**src/rtl/bmem_arb_pkg.sv**
```systemverilog
// Shared types for the burst-memory line arbiter: requester ids, line type and read tag entries.
package bmem_arb_pkg;

    typedef enum logic {
        REQ_I = 1'b0,
        REQ_D = 1'b1
    } req_id_t;

    typedef logic [255:0] line_t;

    typedef struct packed {
        req_id_t     id;
        logic        squashed;
        logic [31:0] addr;
    } tag_entry_t;

    localparam int BEATS_PER_LINE = 4;

endpackage

```
**src/rtl/bmem_tag_fifo.sv**
```systemverilog
// In-order FIFO of issued read tags (depth 1-4); BMEM_ARB_IKILL_EN adds a port that squashes queued I entries.
module bmem_tag_fifo
    import bmem_arb_pkg::*;
#(
    parameter int DEPTH = 2
) (
    input  logic       clk,
    input  logic       rst,
    input  logic       push,
    input  tag_entry_t push_entry,
    input  logic       pop,
`ifdef BMEM_ARB_IKILL_EN
    input  logic       mark_squash,
`endif
    output tag_entry_t head_entry,
    output logic       full,
    output logic       empty
);

    tag_entry_t mem_reg [4];
    logic [1:0] wr_ptr_reg;
    logic [1:0] rd_ptr_reg;
    logic [2:0] count_reg;
    logic       do_push;
    logic       do_pop;

    function automatic logic [1:0] ptr_inc(input logic [1:0] p);
        return (p == 2'(DEPTH - 1)) ? 2'd0 : p + 2'd1;
    endfunction

    assign full       = (count_reg == 3'(DEPTH));
    assign empty      = (count_reg == 3'd0);
    assign head_entry = mem_reg[rd_ptr_reg];
    assign do_push    = push && !full;
    assign do_pop     = pop && !empty;

    always_ff @(posedge clk or negedge rst) begin
        if (!rst) begin
            wr_ptr_reg <= 2'd0;
            rd_ptr_reg <= 2'd0;
            count_reg  <= 3'd0;
        end else begin
            if (do_push) wr_ptr_reg <= ptr_inc(wr_ptr_reg);
            if (do_pop)  rd_ptr_reg <= ptr_inc(rd_ptr_reg);
            if (do_push && !do_pop)      count_reg <= count_reg + 3'd1;
            else if (!do_push && do_pop) count_reg <= count_reg - 3'd1;
        end
    end

    // A push into a slot overrides a squash mark aimed at the same slot.
    always_ff @(posedge clk or negedge rst) begin
        if (!rst) begin
            for (int i = 0; i < 4; i++) mem_reg[i] <= '0;
        end else begin
            for (int i = 0; i < 4; i++) begin
`ifdef BMEM_ARB_IKILL_EN
                if (mark_squash && mem_reg[i].id == REQ_I) mem_reg[i].squashed <= 1'b1;
`endif
                if (do_push && wr_ptr_reg == 2'(i)) mem_reg[i] <= push_entry;
            end
        end
    end

endmodule

```
**src/rtl/bmem_line_arbiter.sv**
```systemverilog
// Round-robin sharing of the 64-bit burst memory port between I and D caches.
// Optional feature macro: BMEM_ARB_IKILL_EN (i_kill squashes pending/issued I reads).
module bmem_line_arbiter
    import bmem_arb_pkg::*;
#(
    parameter int MAX_OUTSTANDING = 2
) (
    input  logic         clk,
    input  logic         rst,
    input  logic [31:0]  i_addr,
    input  logic         i_read,
    input  logic         i_kill,
    output logic [255:0] i_rdata,
    output logic [31:0]  i_raddr,
    output logic         i_resp,
    input  logic [31:0]  d_addr,
    input  logic         d_read,
    input  logic         d_write,
    input  logic [255:0] d_wdata,
    output logic [255:0] d_rdata,
    output logic         d_resp,
    output logic [31:0]  bmem_addr,
    output logic         bmem_read,
    output logic         bmem_write,
    output logic [63:0]  bmem_wdata,
    input  logic         bmem_ready,
    input  logic [31:0]  bmem_raddr,
    input  logic [63:0]  bmem_rdata,
    input  logic         bmem_rvalid
);

    localparam logic [1:0] ST_IDLE    = 2'd0;
    localparam logic [1:0] ST_RD_CMD  = 2'd1;
    localparam logic [1:0] ST_WR_BEAT = 2'd2;

    logic [1:0] state_reg;
    req_id_t    last_grant_reg;
    logic       i_busy_reg;
    logic       d_busy_reg;
    logic       kill_cmd_reg;
    logic [1:0] wr_beat_reg;
    logic [1:0] wr_beat_next;
    logic [1:0] rx_beat_reg;

    logic       kill_active;
    logic       i_ok;
    logic       d_ok;
    logic       grant_i;
    logic       grant_d;
    logic       fifo_push;
    logic       fifo_pop;
    logic       fifo_full;
    logic       fifo_empty;
    tag_entry_t push_entry;
    tag_entry_t head_entry;
    line_t      rx_line;

    logic [9:0]  unused_addr_bits;
    logic [31:0] unused_tag_addr;
    assign unused_addr_bits = {i_addr[4:0], d_addr[4:0]};
    assign unused_tag_addr  = head_entry.addr;

`ifdef BMEM_ARB_IKILL_EN
    assign kill_active = i_kill;
`else
    logic unused_kill;
    assign unused_kill = i_kill;
    assign kill_active = 1'b0;
`endif

    // The resp cycle is excluded so a still-held level request is not re-granted.
    assign i_ok    = i_read && !i_busy_reg && !i_resp && !kill_active && !fifo_full;
    assign d_ok    = (d_read || d_write) && !d_busy_reg && !d_resp && (d_write || !fifo_full);
    assign grant_i = i_ok && (!d_ok || last_grant_reg == REQ_D);
    assign grant_d = d_ok && !grant_i;

    assign wr_beat_next = wr_beat_reg + 2'd1;
    assign fifo_push    = (state_reg == ST_RD_CMD) && bmem_ready;
    assign fifo_pop     = bmem_rvalid && (rx_beat_reg == 2'd3) && !fifo_empty;

    always_comb begin
        push_entry          = '0;
        push_entry.id       = last_grant_reg;
        push_entry.squashed = kill_cmd_reg || (kill_active && last_grant_reg == REQ_I);
        push_entry.addr     = bmem_addr;
    end

    bmem_tag_fifo #(
        .DEPTH(MAX_OUTSTANDING)
    ) u_tag_fifo (
        .clk        (clk),
        .rst        (rst),
        .push       (fifo_push),
        .push_entry (push_entry),
        .pop        (fifo_pop),
`ifdef BMEM_ARB_IKILL_EN
        .mark_squash(kill_active),
`endif
        .head_entry (head_entry),
        .full       (fifo_full),
        .empty      (fifo_empty)
    );

    for (genvar gi = 0; gi < BEATS_PER_LINE - 1; gi++) begin : g_chunk
        logic [63:0] beat_reg;
        always_ff @(posedge clk or negedge rst) begin
            if (!rst)                                        beat_reg <= '0;
            else if (bmem_rvalid && rx_beat_reg == 2'(gi)) beat_reg <= bmem_rdata;
        end
    end

    assign rx_line = {bmem_rdata, g_chunk[2].beat_reg, g_chunk[1].beat_reg, g_chunk[0].beat_reg};

    always_ff @(posedge clk or negedge rst) begin
        if (!rst) begin
            state_reg      <= ST_IDLE;
            last_grant_reg <= REQ_D;
            i_busy_reg     <= 1'b0;
            d_busy_reg     <= 1'b0;
            kill_cmd_reg   <= 1'b0;
            wr_beat_reg    <= 2'd0;
            rx_beat_reg    <= 2'd0;
            bmem_addr      <= '0;
            bmem_read      <= 1'b0;
            bmem_write     <= 1'b0;
            bmem_wdata     <= '0;
            i_rdata        <= '0;
            i_raddr        <= '0;
            i_resp         <= 1'b0;
            d_rdata        <= '0;
            d_resp         <= 1'b0;
        end else begin
            i_resp <= 1'b0;
            d_resp <= 1'b0;
            if (kill_active) i_busy_reg <= 1'b0;

            case (state_reg)
                ST_IDLE: begin
                    if (grant_i || grant_d) begin
                        last_grant_reg <= grant_i ? REQ_I : REQ_D;
                        bmem_addr      <= {(grant_i ? i_addr[31:5] : d_addr[31:5]), 5'b0};
                        kill_cmd_reg   <= 1'b0;
                        if (grant_i) i_busy_reg <= 1'b1;
                        else         d_busy_reg <= 1'b1;
                        if (grant_d && d_write) begin
                            state_reg   <= ST_WR_BEAT;
                            bmem_write  <= 1'b1;
                            bmem_wdata  <= d_wdata[63:0];
                            wr_beat_reg <= 2'd0;
                        end else begin
                            state_reg <= ST_RD_CMD;
                            bmem_read <= 1'b1;
                        end
                    end
                end
                ST_RD_CMD: begin
                    if (bmem_ready) begin
                        bmem_read <= 1'b0;
                        state_reg <= ST_IDLE;
                    end else if (kill_active && last_grant_reg == REQ_I) begin
                        kill_cmd_reg <= 1'b1;
                    end
                end
                ST_WR_BEAT: begin
                    if (bmem_ready) begin
                        if (wr_beat_reg == 2'd3) begin
                            bmem_write <= 1'b0;
                            d_resp     <= 1'b1;
                            d_busy_reg <= 1'b0;
                            state_reg  <= ST_IDLE;
                        end else begin
                            wr_beat_reg <= wr_beat_next;
                            bmem_wdata  <= d_wdata[{wr_beat_next, 6'd0} +: 64];
                        end
                    end
                end
                default: state_reg <= ST_IDLE;
            endcase

            // Receive path runs independently of issue; orphan beats just advance the counter.
            if (bmem_rvalid) begin
                rx_beat_reg <= rx_beat_reg + 2'd1;
                if (fifo_pop) begin
                    if (head_entry.id == REQ_I) begin
                        if (!head_entry.squashed) begin
                            i_rdata    <= rx_line;
                            i_raddr    <= bmem_raddr;
                            i_resp     <= 1'b1;
                            i_busy_reg <= 1'b0;
                        end
                    end else begin
                        d_rdata    <= rx_line;
                        d_resp     <= 1'b1;
                        d_busy_reg <= 1'b0;
                    end
                end
            end
        end
    end

endmodule

```
**config.mk**
```make
export PLATFORM = sky130hd
export DESIGN_NAME = bmem_line_arbiter
export DESIGN_NICKNAME = d
export VERILOG_FILES = /design/src/rtl/bmem_arb_pkg.sv /design/src/rtl/bmem_tag_fifo.sv /design/src/rtl/bmem_line_arbiter.sv
export SDC_FILE = /design/constraint.sdc
export NUM_CORES = 1
export LEC_CHECK = 0
export ABC_AREA = 0
export BUFFER_PORTS_ARGS = -buffer_cell sky130_fd_sc_hd__buf_4
export CAP_MARGIN = 10
export CORE_AREA = 2 2 419 421
export CTS_BUF_LIST = sky130_fd_sc_hd__clkbuf_8
export DETAILED_ROUTE_END_ITERATION = 16
export DIE_AREA = 0 0 421 423
export GPL_TIMING_DRIVEN = 1
export PLACE_DENSITY = 0.39
export REMOVE_ABC_BUFFERS = 1
export SYNTH_ARGS = -nofsm -noshare
export SYNTH_HDL_FRONTEND = slang
export SYNTH_SLANG_ARGS = --single-unit
```
**constraint.sdc**
```tcl
create_clock -name clk -period 2.9 [get_ports clk]
set_clock_uncertainty 0.2 [all_clocks]
set_input_delay 0 -clock clk [delete_from_list [all_inputs] [get_ports clk]]
set_output_delay 0 -clock clk [all_outputs]
set_load 0.01 [all_outputs]
```
==> flow_summary_export.csv <==
group,metric,value,unit
run_status,status,"finished, final reports clean",
hold_path,hold_path.class,"in2reg",
yosys,ys_seq_area_frac,0.627,
clock_network,clock_path_buffers,3,
grt,grt_overflow,0,
power_and_ir_drop,peakVddDrop,0.369,mV
sta,max_freq,367,MHz
routing,wl_per_cell,20.6,um
layout,fin_cells,6712,
clock_network,ctsResizeCount,0,
floorplan,die_w,421,um
grt,antenna_found_initial,14,
layout,layout-drive-gt1-share,0.460,
yosys,ys_types,46,
routing,vias,26800,
placement,gp_congestion,0.788,
grt,grt_max_degree,89,
layout,nNetsFinal,4686,
floorplan,die_h,423,um
yosys,ys_seq_elements,851,
yosys,synthArstFlopShare,1.00,
setup_path,crit_path_start,"wr_beat_reg[0]",
setup_path,critPathRequiredTime,3.44,ns
yosys,netlist_instances,2242,
hold_path,min_path_cells,6,
setup_path,arrival,3.26,ns
setup_path,worstSetupPathType,"reg2reg",
clock_network,clock_latency,0.87,ns
clock_network,cts-root-buf,"clkbuf_8",
sta,fin_tns_setup,0,ns
grt,grt_pass1_vias,29500,
floorplan,rows,153,
routing,drtIter0Drc,957,
placement,dpl.hpwl,93100,um
routing,vias_per_cell,4.00,
sta,period_minus_slack,2.72,ns
setup_path,reg2reg_to,"bmem_wdata[26]",
clock_network,cts_tree,"yes",
hold_path,worstHoldStart,"d_wdata[204]",
setup_path,r2r-start,"wr_beat_reg[0]",
sta,slew_headroom,0.593,
setup_path,end_kind,"flip-flop",
yosys,synth_edf_count,0,
flow_run,maxCapViolations,0,
clock_network,cts.sink_count,851,
floorplan,pin_count,1068,
sta,rsz0062_at_grt,"no",
grt,grt_pass1_wl,203000,um
routing,dr.pass1.iters,4,
yosys,syn_area_per_cell,15.1,sq um
power_and_ir_drop,p_leak,26.6,nW
setup_path,r2r_setup_slack,0.18,ns
routing,postRouteAntennaNets,0,
sta,min_period_over_period,0.939,
hold_path,min_to,"bmem_wdata[12]",
grt,track_usage,0.152,
clock_network,clk_pin_slew,0.06,ns
floorplan,start_util,0.196,
setup_path,crit_path_start_kind,"flip-flop",
layout,fin_util,0.329,
layout,area_growth,67.8,%
power_and_ir_drop,pwr_density_cell,767,nW/um^2
yosys,yosysWarnings,0,
routing,drc,0,
sta,setup_violations,0,
floorplan,die_area,178000,sq um
clock_network,cts_buffers,163,
routing,routed_wl,138000,um
clock_network,htree_levels,4,
sta,maxSlewViolCount,0,
yosys,yosys_most_used_dff,"dfrtp_1",
sta,worst_slew_pin_slew,0.611,ns
floorplan,fp.coreArea,173000,sq um
sta,finalHoldViolCount,0,
placement,dp_cells,5554,
setup_path,path_max_fanout,12,
sta,holdWs,0.114,ns
placement,io_buffers,1051,
yosys,synthesis.area,34000,sq um
setup_path,r2r_cells,7,
area by class of cell:
type,count,area [sq um]
multi-input combinational,1187,11700
timing repair buffer,1983,17600
sequential,851,21300
clock inverter,81,420
clock buffer,205,2820
fill,17200,116000
antenna,11,27.5
inverter,69,259
tap,2325,2910
timing repair:
| item | in CTS | in global routing |
|---|---|---|
| endpoints found under the setup margin | 0 | 14 |
| buffers inserted | 0 | 2 |
| hold buffers | 860 | 0 |
| hold endpoints to repair | 1532 | 0 |
metrics by stage:
step           setup slack [ns]  instance area [sq um]  total power [mW]
3_5_place_dp              0.330                  45100              31.2
5_1_grt                  0.0136                  57000              46.4
6_report                  0.177                  57000              43.7
4_1_cts                  0.0128                  56900              44.7
2_1_floorplan            -11.92                  33100              23.5
3_3_place_gp              0.345                  45100              31.1
layer usage:
| metal | vias up | GRT usage | wire length [um] |
|---|---|---|---|
| met5 | - | 0 | 49 |
| li1 | 12100 | - | - |
| met2 | 900 | 0.278 | 72900 |
| met1 | 13600 | 0.165 | 51600 |
| met3 | 274 | 0.0402 | 7720 |
| met4 | 8 | 0.0663 | 5830 |
worst max path at each step:
| stage | to | slack [ns] | depth (start not counted) |
|---|---|---|---|
| 6_report | bmem_wdata[26] | 0.18 | 7 |
| 2_1_floorplan | i_raddr[0] | -11.92 | 3 |
| 4_1_cts | i_raddr[4] | 0.01 | 6 |
| 3_3_place_gp | bmem_wdata[45] | 0.35 | 6 |
| 5_1_grt | bmem_wdata[31] | 0.01 | 7 |
| 3_5_place_dp | bmem_wdata[40] | 0.33 | 6 |
placed cells by master, fill, tap and decap left out, drive strengths merged, types with 2 or more instances in the layout:
cell type,n
buf,1124
clkinv,9
xor2,4
mux2,742
nor3b,3
diode,11
inv,135
nand2,73
nor2,11
bufinv,2
dfrtp,850
dlygate4sd3,859
o221ai,63
conb,5
clkbuf,205
clkinvlp,4
a21boi,2
ha,6
mux2i,128
xnor2,2
o22ai,2
a21oi,30
nand3b,3
a31oi,29
nand2b,3
or2,2
nor4b,3
o21ai,31
nand3,30
report_power, final:
group	switching (mW)	leakage, nW	internal (mW)
sequential	2.33	10.5	15.6
clock	5.41	1.89	6.50
combinational	6.14	14.2	7.73
total	13.9	26.6	29.8
kinds of logic (layout without fill, tap and decap cells):
group	after synthesis	count (layout)	synth area share
AO/OA/AOI/OAI	164	164	0.0331
multiplexers	871	871	0.284
AND/OR/NAND/NOR	134	134	0.0183
other	1	16	0.000110
XOR/XNOR	6	6	0.00155
flip-flops	851	851	0.627
buffers and inverters	208	2338	0.0324
adder cells (fa/ha/maj)	7	7	0.00280
critical path, stage by stage, from the launching register on:
cell           delay, ns
dfrtp_1             0.52
ha_4                0.40
buf_4               0.28
mux2i_1             0.26
dlygate4sd3_1       0.61
nand2_1             0.06
o221ai_1            0.12
mux2i_1             0.12
Yosys cell counts (all sizes together), types with 4 or more instances:
library cell  number  area [sq um]
mux2i            128          1280
inv               69           259
nand3             30           150
dfrtp            850         21300
nor2              11          41.3
o221ai            63           552
o21ai             31           155
a21oi             30           150
a31oi             29           181
mux2             742          8360
nand2             73           274
buf               90           657
xor2               4          35.0
ha                 6          75.1
clkbuf            49           184
No activity file was read; power rests on OpenSTA's default activity.
